`config.mk`:
```
export PLATFORM = sky130hd
export DESIGN_NAME = adder_share_arbiter
export DESIGN_NICKNAME = d
export VERILOG_FILES = /design/src/rtl/adder_arb_pkg.sv /design/src/rtl/CarrySelectAdder_32_bit.sv /design/src/rtl/adder_rr_pick.sv /design/src/rtl/adder_share_arbiter.sv
export SDC_FILE = /design/constraint.sdc
export NUM_CORES = 1
export LEC_CHECK = 0
export ABC_CLOCK_PERIOD_IN_PS = 6750
export BUFFER_PORTS_ARGS = -buffer_cell sky130_fd_sc_hd__buf_2
export CORE_MARGIN = 2
export CORE_UTILIZATION = 42
export DETAILED_ROUTE_END_ITERATION = 12
export PLACE_DENSITY = 0.89
export SETUP_SLACK_MARGIN = 0.1
export SLEW_MARGIN = 30
export SYNTH_ARGS = -nofsm -noshare
export SYNTH_HDL_FRONTEND = slang
export SYNTH_SLANG_ARGS = --single-unit
```
`constraint.sdc`:
```
create_clock -name clk -period 6.75 [get_ports clk]
set_input_delay 1.35 -clock clk [delete_from_list [all_inputs] [get_ports clk]]
set_output_delay 1.35 -clock clk [all_outputs]
set_load 0.02 [all_outputs]
```
`src/rtl/adder_arb_pkg.sv`:
```
// Shared constants and state type for the shared-adder arbiter.
package adder_arb_pkg;

  localparam int ADDER_W         = 32;
  localparam int DEFAULT_NUM_REQ = 4;

  typedef enum logic {
    EMPTY = 1'b0,
    FULL  = 1'b1
  } arb_state_t;

endpackage

```
`src/rtl/CarrySelectAdder_32_bit.sv`:
```
// 32-bit carry-select adder built from 4-bit blocks; each upper block
// precomputes both carry-in cases and the incoming carry picks one.
module CarrySelectAdder_32_bit (
  input  logic [31:0] a,
  input  logic [31:0] b,
  input  logic        cin,
  output logic [31:0] sum,
  output logic        cout
);

  logic [8:0] carry;

  assign carry[0] = cin;

  for (genvar k = 0; k < 8; k++) begin : g_blk
    logic [4:0] res0;
    logic [4:0] res1;

    assign res0 = {1'b0, a[4*k +: 4]} + {1'b0, b[4*k +: 4]};
    assign res1 = {1'b0, a[4*k +: 4]} + {1'b0, b[4*k +: 4]} + 5'd1;

    assign sum[4*k +: 4] = carry[k] ? res1[3:0] : res0[3:0];
    assign carry[k+1]    = carry[k] ? res1[4]   : res0[4];
  end

  assign cout = carry[8];

endmodule

```
`src/rtl/adder_rr_pick.sv`:
```
// Combinational round-robin picker: first valid requester at or above
// rr_ptr, wrapping from NUM_REQ-1 back to 0.
module adder_rr_pick #(
  parameter int NUM_REQ = 4,
  parameter int ID_W    = 2
) (
  input  logic [NUM_REQ-1:0] req_valid,
  input  logic [ID_W-1:0]    rr_ptr,
  output logic [NUM_REQ-1:0] grant,
  output logic [ID_W-1:0]    grant_idx,
  output logic               grant_vld
);

  always_comb begin
    grant     = '0;
    grant_idx = '0;
    grant_vld = 1'b0;
    for (int k = 0; k < NUM_REQ; k++) begin
      if (!grant_vld && req_valid[(int'(rr_ptr) + k) % NUM_REQ]) begin
        grant_vld                                = 1'b1;
        grant_idx                                = ID_W'((int'(rr_ptr) + k) % NUM_REQ);
        grant[(int'(rr_ptr) + k) % NUM_REQ]      = 1'b1;
      end
    end
  end

endmodule

```
`src/rtl/adder_share_arbiter.sv`:
```
// Round-robin share of one carry-select adder among NUM_REQ requesters.
// Optional signed-overflow output rsp_ovf when ADDER_ARB_OVF_EN is defined.
//
// state | meaning
// EMPTY | no result held; any granted request is accepted
// FULL  | result held on rsp_*; reloaded only when rsp_ready is high
module adder_share_arbiter
  import adder_arb_pkg::*;
#(
  parameter int NUM_REQ = DEFAULT_NUM_REQ,
  parameter int ID_W    = 2
) (
  input  logic                       clk,
  input  logic                       rst_n,
  input  logic [NUM_REQ-1:0]         req_valid,
  output logic [NUM_REQ-1:0]         req_ready,
  input  logic [NUM_REQ*ADDER_W-1:0] req_a,
  input  logic [NUM_REQ*ADDER_W-1:0] req_b,
  output logic                       rsp_valid,
  input  logic                       rsp_ready,
  output logic [ID_W-1:0]            rsp_id,
  output logic [ADDER_W-1:0]         rsp_sum,
  output logic                       rsp_cout
`ifdef ADDER_ARB_OVF_EN
  ,
  output logic                       rsp_ovf
`endif
);

  arb_state_t            state_q;
  arb_state_t            state_d;
  logic [ID_W-1:0]       rr_ptr;
  logic [NUM_REQ-1:0]    grant;
  logic [ID_W-1:0]       grant_idx;
  logic                  grant_vld;
  logic                  can_load;
  logic                  accept;
  logic [ADDER_W-1:0]    a_sel;
  logic [ADDER_W-1:0]    b_sel;
  logic [ADDER_W-1:0]    sum_c;
  logic                  cout_c;

  adder_rr_pick #(
    .NUM_REQ (NUM_REQ),
    .ID_W    (ID_W)
  ) u_pick (
    .req_valid (req_valid),
    .rr_ptr    (rr_ptr),
    .grant     (grant),
    .grant_idx (grant_idx),
    .grant_vld (grant_vld)
  );

  assign rsp_valid = (state_q == FULL);
  assign can_load  = !rsp_valid || rsp_ready;
  assign req_ready = grant & {NUM_REQ{can_load}};
  assign accept    = grant_vld && can_load;

  assign a_sel = req_a[int'(grant_idx)*ADDER_W +: ADDER_W];
  assign b_sel = req_b[int'(grant_idx)*ADDER_W +: ADDER_W];

  CarrySelectAdder_32_bit u_adder (
    .a    (a_sel),
    .b    (b_sel),
    .cin  (1'b0),
    .sum  (sum_c),
    .cout (cout_c)
  );

  always_ff @(posedge clk or negedge rst_n) begin
    if (!rst_n) begin
      state_q <= EMPTY;
    end else begin
      state_q <= state_d;
    end
  end

  always_comb begin
    state_d = state_q;
    case (state_q)
      EMPTY:   if (accept) state_d = FULL;
      FULL:    if (rsp_ready && !accept) state_d = EMPTY;
      default: state_d = EMPTY;
    endcase
  end

  always_ff @(posedge clk or negedge rst_n) begin
    if (!rst_n) begin
      rr_ptr   <= '0;
      rsp_id   <= '0;
      rsp_sum  <= '0;
      rsp_cout <= 1'b0;
    end else if (accept) begin
      rr_ptr   <= (grant_idx == ID_W'(NUM_REQ-1)) ? '0 : grant_idx + 1'b1;
      rsp_id   <= grant_idx;
      rsp_sum  <= sum_c;
      rsp_cout <= cout_c;
    end
  end

`ifdef ADDER_ARB_OVF_EN
  // Operands agree in sign but the result does not.
  always_ff @(posedge clk or negedge rst_n) begin
    if (!rst_n) begin
      rsp_ovf <= 1'b0;
    end else if (accept) begin
      rsp_ovf <= (a_sel[ADDER_W-1] == b_sel[ADDER_W-1]) &&
                 (sum_c[ADDER_W-1] != a_sel[ADDER_W-1]);
    end
  end
`endif

endmodule

```
==> summary.txt, run 1 <==
STA
  – Setup Skew: 0.00580 ns
  – FMAX: 155 MHz
  – Worst slew pin tran: 0.633 ns
  – Final period util: 95.7%
  – Unrepaired setup endpoints after global routing: true
  – Final setup viols: 0
  – Relative slew slack: 57.8%
  – Final count of hold timing violations: 0
  – Slew Viols, Final: 0
  – Tmin final: 6.46 ns

Finish
  – Finished Layout Cells: 1218
  – Area growth syn-to-layout: 42.0%
  – Filler instances: 1132
  – Cell area after layout: 0.00758 mm²
  – Layout cells sized above 1: 38.0%
  – Fin nets: 1363

Route
  – Wire per inst: 14.4 µm
  – Via count: around 6400
  – ANT nets after route: 0
  – Residual DRC: 0
  – Routed WL: around 18000 µm
  – Drt via density: about 5.2
  – DR pass1 iterations: 4
  – Number of DRC markers in iteration 0: 242

Clock network
  – H-tree level count: 2
  – Root buffer cell: clkbuf_16
  – Clk sinks: 38
  – Clock Latency Late Sink: 0.28 ns
  – Clk pin slew, worst setup/hold paths: 0.06 ns
  – Clock tree buffer depth: 2
  – CTS tree: done
  – CTS Buf Count: 5

Global route
  – Largest net degree at the start of global routing: 69
  – GRT Resource Usage Total: 24.0%
  – Antenna violations before repair: 1
  – Vias in the first global route: 5703
  – Grt total ovfl: 0
  – First-pass GRT wire length: 26300 µm

Critical path
  – Crit path max fanout: 5
  – Setup crit start kind: primary input
  – CP required: 6.89 ns
  – Buf/Inv on CP: 7
  – Largest stage delay on the critical path: 0.43 ns
  – Critical path class: in2reg
  – Family with the most delay on the worst path: multiplexers
  – Crit path DAT: around 6.6 ns
  – CP endpoint kind: flip-flop
  – Crit-path slowest cell: fa_1

Logic synthesis
  – Synth top area cells: dfrtp_1 (18%), nand2_1 (11%), ha_1 (11%)
  – Seq/Total Area, Yosys: between 10% and 20%
  – Area leader, netlist: dfrtp_1
  – Share of the synthesized area in the top cell type: 17.8%
  – Most common cell in the netlist: nand2_1
  – EDFF count, synth: 0
  – Gate Count Post-Synth: 740
  – Yosys reg bits: 38
  – Async SR Flop Fraction: 100%
  – Synth Cell Area: 0.00534 mm²
  – Post-Syn Nets: 1058
  – Number of synthesis warnings: 0
  – Synth top cells by count: nand2_1 (157), a211oi_1 (55), a31oi_1 (54), and2_1 (54), nor2_1 (48)
  – Number of unique standard cell types used by synthesis: 47
  – Syn avg cell area: slightly above 7 µm²
  – Top FF cell, synth: dfrtp_1

Min path
  – HP Class: reg2reg

Flow run
  – Max Cap Violations: 0

Die
  – Die Span Y: 117 µm
  – Core Footprint: 0.0125 mm²
  – Initial Util: between 40% and 50%
  – Number of I/O pins: 303
  – Die area: roughly 0.014 mm²
  – Rows: 41
  – Die width: 117 µm

Place
  – Final GP Congestion: 0.885
  – Dpl cells: 1205
  – I/O Buffers: 302
  – Placed cell areas: 0.00726 mm²
  – DP Wirelength: between 10000 and 15000 µm

Status
  – Status: completed
-- registers in the layout (all words and copies together), names as in the netlist --
register,flops
rsp_valid,1
rr_ptr,2
rsp_id,2
rsp_sum,32
rsp_cout,1
-- layer usage --
metal | share of wire (%) | GRT usage (%)
met1 | 41 | 29.3
met2 | 52 | 45.0
met3 | 5.8 | 2.34
met4 | 1.8 | 5.88
met5 | 0 | 0
-- final cells by class --
class	instances	area [µm²]	area share (%)
clock buffer	5	125	1.65
antenna	1	2.50	0.0330
sequential	38	951	12.5
tap	172	215	2.84
inverter	28	110	1.45
multi-input combinational	626	4270	56.3
timing repair buffer	346	1900	25.0
clock inverter	2	10.0	0.132
-- tightest hold or removal path: stages (launching register included) --
cell and delay [ns]:
dfrtp_1 0.33, nand2_1 0.04, o21ai_0 0.06
-- path summary, 6_finish.rpt --
kind / slack [ns] / endpoint / depth (start not counted) / start
worst min register to register: 0.47 / rsp_sum[10] / 2 / rsp_sum[10]
worst max-delay path: 0.29 / rsp_sum[29] / 30 / req_valid[1]
worst min-delay path: 0.47 / rsp_sum[10] / 2 / rsp_sum[10]
max in group asynchronous: 5.34 / rsp_sum[4] / 1 / rst_n
worst max register to register: 0.59 / rsp_sum[29] / 30 / rr_ptr[1]
min in group asynchronous: 1.04 / rsp_sum[25] / 1 / rst_n
-- stage by stage --
stage | hold slack, ns | setup slack (ns) | setup TNS, ns | utilization [%]
global placement | 0.456 | -0.00687 | -0.00687 | 57.9
CTS | 0.478 | 0.152 | 0 | 59.0
global route | 0.509 | -0.0236 | -0.0567 | 60.5
finish | 0.471 | 0.291 | 0 | 60.5
floorplan | 0.589 | 0.101 | 0 | -
detailed placement | 0.465 | -0.0801 | -0.220 | 58.0
-- kinds of logic (layout without fill, tap and decap cells) --
family                     after synthesis  count (layout)  synth area share, %
AOI/OAI and AO/OA                      195             195                 23.7
xor gates and xnor gates                41              41                 6.87
adders and majority gates               55              55                 14.0
buffers and inverters                   77             381                 5.41
DFF                                     38              38                 17.8
muxes                                   32              32                 6.05
other                                    0               1                    0
and+or+nand+nor                        302             303                 26.2
-- what timing repair did --
action | in CTS | in global routing
gates resized for setup | 0 | 34
setup endpoints to repair | 0 | 7
setup buffers | 0 | 4
hold buffers | 0 | 0
-- cells in the final DEF (no fill, tap or decap), types with 5 or more instances in the layout --
cell         n
a211oi_1    54
a21o_1      11
a21oi_1     19
a31oi_1     54
and2_1      54
buf_2      299
buf_4       39
buf_6        6
clkbuf_16    5
dfrtp_1     38
fa_1         7
ha_1        46
inv_1       24
mux2i_1     25
nand2_1    156
nand2b_1     5
nand3_1      6
nor2_1      44
o21ai_0     35
or2_2        7
xnor2_1     24
xnor2_2      5
xor2_1      12
Power of run 1 is not shown: default switching activity piles up to over one toggle a cycle in this logic, so the estimate is an artifact.
==> inputs of run 2 (changes only) <==
REMOVE_ABC_BUFFERS = 1   (was unset)
==> run 2 against run 1 <==
  * Critical path type unchanged
  * Cell count grew 1.6%
  * Register-to-register slack better by 0.09 ns
  * Critical endpoint is now rsp_sum[31]
  * First-iteration DRC count up 46%
==> summary.txt, run 2 (same netlist as run 1, synthesis figures left out) <==
Route
  – Wire per inst: 13.8 µm (was 14.4 µm)
  – Routed WL: 17100 µm (was 17500 µm)
  – Number of DRC markers in iteration 0: 354 (was 242)
  – Residual DRC: 0 (unchanged)
  – DR pass1 iterations: 4 (unchanged)
  – ANT nets after route: 0 (unchanged)
  – Drt via density: 5.18 (was 5.23)
  – Via count: 6415 (was 6369)

Clock network
  – Clk sinks: 38 (unchanged)
  – Clock tree buffer depth: 2 (unchanged)
  – CTS tree: done (unchanged)
  – Hold_buf cts: 0 (unchanged)
  – H-tree level count: 2 (unchanged)
  – Clk pin slew, worst setup/hold paths: 0.06 ns (about the same)
  – Clock Latency Late Sink: 0.28 ns (about the same)
  – CTS Buf Count: 5 (unchanged)
  – Root buffer cell: clkbuf_16 (unchanged)

Die
  – Number of I/O pins: 303 (unchanged)
  – Initial Util: 42.6% (unchanged)
  – Core Footprint: 0.0125 mm² (unchanged)
  – Die Span Y: 117 µm (unchanged)
  – Die area: 0.0136 mm² (unchanged)
  – Rows: 41 (unchanged)
  – Die width: 117 µm (unchanged)

STA
  – FMAX: 157 MHz (was 155 MHz)
  – Hold_ws: 0.472 ns (was 0.471 ns)
  – Unrepaired setup endpoints after global routing: false (was true)
  – Final period util: 94.5% (was 95.7%)
  – Relative slew slack: 56.1% (was 57.8%)
  – Worst slew pin tran: 0.658 ns (was 0.633 ns)
  – Final setup viols: 0 (unchanged)
  – Setup Skew: 0.00286 ns (was 0.00580 ns)
  – Final count of hold timing violations: 0 (unchanged)
  – Slew Viols, Final: 0 (unchanged)
  – Tmin final: 6.38 ns (was 6.46 ns)

Global route
  – Vias in the first global route: 5919 (was 5703)
  – GRT Resource Usage Total: 23.4% (was 24.0%)
  – Antenna violations before repair: 0 (was 1)
  – Largest net degree at the start of global routing: 69 (unchanged)
  – Grt total ovfl: 0 (unchanged)
  – First-pass GRT wire length: 25700 µm (was 26300 µm)

Finish
  – Layout cells sized above 1: 39.6% (was 38.0%)
  – Finished Core Util: 62.2% (was 60.5%)
  – Most frequent cells in the layout: buf_2 (301), nand2_1 (156), buf_4 (57) (was buf_2 (299), nand2_1 (156), and2_1 (54), a211oi_1 (54), a31oi_1 (54))
  – Commonest non-fill, non-tap cell in the layout: buf_2 (unchanged)
  – Top reg by flops: rsp_sum (unchanged)
  – Finished Layout Cells: 1238 (was 1218)
  – Storage cell area: 951 µm² (unchanged)
  – Fin nets: 1383 (was 1363)
  – Multi-input gate area: 0.00429 mm² (was 0.00427 mm²)
  – Largest regs: rsp_sum (32), rr_ptr (2), rsp_id (2) (unchanged)
  – Filler instances: 1140 (was 1132)
  – Area growth syn-to-layout: 45.8% (was 42.0%)
  – Largest register FFs: 32 (unchanged)
  – Diode count: 0 (was 1)

Critical path
  – Crit path max fanout: 14 (was 5)
  – Crit path DAT: 6.59 ns (was 6.60 ns)
  – Setup crit start kind: primary input (unchanged)
  – FF-to-FF Start: rr_ptr[1] (unchanged)
  – CP endpoint kind: flip-flop (unchanged)
  – CP required: 6.96 ns (was 6.89 ns)
  – Critical path class: in2reg (unchanged)
  – Crit. Startpoint: req_valid[1] (unchanged)

Place
  – Dpl cells: 1225 (was 1205)
  – Final GP Congestion: 0.934 (was 0.885)
  – DP Wirelength: 13900 µm (was 14400 µm)
  – I/O Buffers: 302 (unchanged)

Min path
  – Min-delay src: rsp_sum[22] (was rsp_sum[10])
  – HP Class: reg2reg (unchanged)

Status
  – Status: completed (unchanged)

Flow run
  – Max Cap Violations: 0 (unchanged)
## run 2: metal layers
metal | vias up | track usage, % | part of all wire, %
met2 | 238 | 43.6 | 50
met5 | - | 0 | 0
li1 | 3242 | - | -
met3 | 42 | 3.32 | 5.8
met4 | 0 | 8.94 | 3.2
met1 | 2893 | 27.0 | 41
## run 2: critical path, cell delays in order
cell and delay (ns):
buf_2 0.11, mux2_4 0.29, nor2_4 0.11, a21oi_2 0.05, or3b_4 0.46, nor2b_4 0.16
nor2_4 0.06, buf_12 0.14, buf_12 0.15, buf_6 0.15, a31oi_2 0.16, ha_2 0.22
inv_1 0.05, fa_2 0.35, nand2b_1 0.17, a21oi_2 0.18, nor4b_4 0.26, xnor2_2 0.15
nand4_1 0.16, mux2i_2 0.26, mux2i_1 0.20, buf_4 0.15, mux2i_4 0.27, mux2i_4 0.32
xnor2_4 0.15, or4_1 0.41, nand3_1 0.09
## run 2: layout make-up
type	count	area share, %
Clock buffer	6	1.78
Clock inverter	2	0.161
Inverter	28	1.37
Multi-Input combinational cell	625	55.1
Sequential cell	38	12.2
Tap cell	172	2.76
Timing Repair Buffer	367	26.7
## run 2: worst paths after layout
check	end	slack, ns	depth (start not counted)
setup / recovery	rsp_sum[31]	0.37	27
hold / removal	rsp_sum[22]	0.47	2
setup reg to reg	rsp_sum[31]	0.68	27
hold reg to reg	rsp_sum[22]	0.47	2
max in group asynchronous	rsp_sum[12]	5.35	1
min in group asynchronous	rsp_sum[28]	1.04	1
## run 2: per-stage QoR
step | instance area, µm² | worst slack, ns | TNS [ns]
after global placement | 7390 | -0.0227 | -0.0227
final | 7780 | 0.372 | 0
after CTS | 7550 | 0.129 | 0
after floorplan | 5150 | -6.60 | -180.31
after global routing | 7780 | 0.0434 | 0
after detailed placement | 7390 | -0.212 | -0.725
## run 2: timing repair
action / 4_1_cts / 5_1_grt
setup endpoints to repair: 2 / 10
pin swaps: 0 / 22
resized for setup: 2 / 41
setup buffers: 0 / 5
Power of run 2 is left out for the same reason.
==> inputs of run 3 (changes only) <==
CELL_PAD_IN_SITES_DETAIL_PLACEMENT = 1   (was unset)
CELL_PAD_IN_SITES_GLOBAL_PLACEMENT = 1   (was unset)
CORE_UTILIZATION = 28   (was 42)
PLACE_DENSITY = 0.88   (was 0.89)
==> run 3 against run 2 <==
  * Sequential share of layout area fell by 0.35 points
  * First-iteration DRC count fell by 55%
  * Sequential cell count did not move
  * Clock skew rose by 0.0036 ns
  * Routed wire length rose by 25%
  * Largest cell class unchanged
  * Via count rose by 2.1%
  * Register-to-register slack got worse by 0.27 ns
  * Core utilization fell by 19 points
  * Clock-buffer cell count fell by 1
==> summary.txt, run 3 (same netlist as run 1, synthesis figures left out) <==
Die
  – Die Span Y: 142 µm (was 117 µm)
  – Initial Util: 28.5% (was 42.6%)
  – Die width: 142 µm (was 117 µm)
  – Die area: 0.0202 mm² (was 0.0136 mm²)
  – Number of I/O pins: 303 (unchanged)
  – Core Footprint: 0.0187 mm² (was 0.0125 mm²)
  – Rows: 50 (was 41)

Finish
  – Top reg by flops: rsp_sum (unchanged)
  – Most frequent cells in the layout: buf_2 (299), nand2_1 (156), and2_1 (54) (was buf_2 (301), nand2_1 (156), buf_4 (57))
  – Commonest non-fill, non-tap cell in the layout: buf_2 (unchanged)
  – Fin nets: 1380 (was 1383)
  – Filler instances: 2357 (was 1140)
  – Multi-input gate area: 0.00438 mm² (was 0.00429 mm²)
  – Layout cells sized above 1: 40.5% (was 39.6%)
  – Largest register FFs: 32 (unchanged)
  – Storage cell area: 952 µm² (was 951 µm²)
  – Area growth syn-to-layout: 50.3% (was 45.8%)
  – Diode count: 0 (unchanged)
  – Largest regs: rsp_sum (32), rr_ptr (2), rsp_id (2) (unchanged)

STA
  – Worst Slack Setup Final: 0.149 ns (was 0.372 ns)
  – Unrepaired setup endpoints after global routing: true (was false)
  – Setup Skew: 0.00642 ns (was 0.00286 ns)
  – Worst slew pin tran: 0.548 ns (was 0.658 ns)
  – Tmin final: 6.60 ns (was 6.38 ns)
  – Slew Viols, Final: 0 (unchanged)
  – Final count of hold timing violations: 0 (unchanged)
  – Final setup viols: 0 (unchanged)
  – FMAX: 151 MHz (was 157 MHz)
  – Final period util: 97.8% (was 94.5%)
  – Relative slew slack: 63.5% (was 56.1%)

Route
  – Number of DRC markers in iteration 0: 159 (was 354)
  – Routed WL: 21300 µm (was 17100 µm)
  – Wire per inst: 16.4 µm (was 13.8 µm)
  – Drt via density: 5.05 (was 5.18)
  – Residual DRC: 0 (unchanged)
  – DR pass1 iterations: 4 (unchanged)
  – Via count: 6548 (was 6415)
  – ANT nets after route: 0 (unchanged)

Global route
  – Grt total ovfl: 0 (unchanged)
  – Met3 usage: 3.67% (was 3.32%)
  – GRT met1 Usage: 21.2% (was 27.0%)
  – Vias in the first global route: 6904 (was 5919)
  – Most Crowded Layer GR: met2 (unchanged)
  – Antenna violations before repair: 1 (was 0)
  – GRT Resource Usage Total: 19.3% (was 23.4%)
  – Largest net degree at the start of global routing: 65 (was 69)
  – GR met2 Demand/Resource: 37.0% (was 43.6%)
  – First-pass GRT wire length: 31800 µm (was 25700 µm)

Critical path
  – CP required: 6.91 ns (was 6.96 ns)
  – Cell with the most instances on the worst path: xnor2_2
  – Family with the most delay on the worst path: multiplexers (was simple AND/OR/NAND/NOR gates)
  – Setup crit start kind: primary input (unchanged)
  – CP endpoint kind: flip-flop (unchanged)
  – Critical path class: in2reg (unchanged)
  – Largest stage delay on the critical path: 0.47 ns (was 0.46 ns)
  – Crit path DAT: 6.76 ns (was 6.59 ns)
  – R2R depth: 30 (was 27)
  – Crit path max fanout: 6 (was 14)
  – Crit-path slowest cell: fa_2 (was or3b_4)
  – Buf/Inv on CP: 7 (was 6)
  – Critical path depth: 30 (was 27)

Clock network
  – Clk sinks: 38 (unchanged)
  – H-tree level count: 2 (unchanged)
  – CTS Buf Count: 5 (unchanged)
  – Clock Latency Late Sink: 0.29 ns (was 0.28 ns)
  – CTS tree: done (unchanged)
  – Clock tree buffer depth: 2 (unchanged)
  – Root buffer cell: clkbuf_16 (unchanged)
  – Clk pin slew, worst setup/hold paths: 0.07 ns (was 0.06 ns)

Flow run
  – Max Cap Violations: 0 (unchanged)

Place
  – I/O Buffers: 302 (unchanged)
  – Setup slack at placement: -0.360 ns (was -0.212 ns)
  – Final GP Congestion: 0.798 (was 0.934)
  – DP Wirelength: 16900 µm (was 13900 µm)

Min path
  – HP Class: reg2reg (unchanged)
  – Worst Hold Path Cells: 2 (unchanged)

Status
  – Status: completed (unchanged)
run 3: changes by cell type in the layout (fill, tap and decap cells not counted), moves of 3 or more:
cell | previous run | this run
inv_1 | 25 | 22
xnor2_1 | 26 | 23
xnor2_2 | 2 | 5
buf_4 | 57 | 53
inv_2 | 2 | 5
run 3: worst register-to-register path, delay by kind of cell (launching register included):
family / cells / cell delay [ns]
flops: 1 / 0.52
fa+ha+maj: 4 / 1.30
xor+xnor: 3 / 0.64
buf+inv: 7 / 1.01
simple gates: 6 / 0.87
mux: 5 / 1.24
compound gates: 5 / 0.64
run 3: path summary, 6_finish.rpt:
check / startpoint / endpoint / slack (ns)
worst max-delay path: req_valid[1] / rsp_sum[29] / 0.15
worst min-delay path: rsp_sum[23] / rsp_sum[23] / 0.48
worst max register to register: rr_ptr[0] / rsp_sum[29] / 0.41
worst min register to register: rsp_sum[23] / rsp_sum[23] / 0.48
max in group asynchronous: rst_n / rr_ptr[0] / 5.30
min in group asynchronous: rst_n / rsp_sum[0] / 1.05
run 3: through the flow:
step / instances / util (%) / TNS [ns] / cell area, µm² / hold slack [ns]
after global routing: 1297 / 42.9 / -1.03 / 8020 / 0.506
final: 1297 / 42.9 / 0 / 8020 / 0.478
after global placement: 1271 / 39.2 / -0.0854 / 7330 / 0.457
after detailed placement: 1271 / 39.2 / -1.79 / 7340 / 0.469
after CTS: 1281 / 40.5 / 0 / 7580 / 0.482
after floorplan: 691 / - / -180.31 / 5150 / 0.589
run 3: what timing repair did:
item | 4_1_cts | 5_1_grt
gates resized for setup | 9 | 66
hold buffers | 0 | 0
endpoints found under the setup margin | 5 | 9
buffers inserted | 2 | 15
pin swaps | 4 | 26
gates cloned | 0 | 1
run 3: layout make-up:
cell class	instances	area share (%)
multi-input combinational	625	54.6
tap	234	3.65
clock buffer	5	1.56
clock inverter	3	0.858
sequential	38	11.9
timing repair buffer	364	26.1
inverter	28	1.37
run 3: metal layers:
layer	up-vias	part of all wire, %
li1	3227	-
met1	3071	39
met2	198	53
met3	50	4.7
met4	2	3.2
met5	-	0.061
Power of run 3 is left out for the same reason.
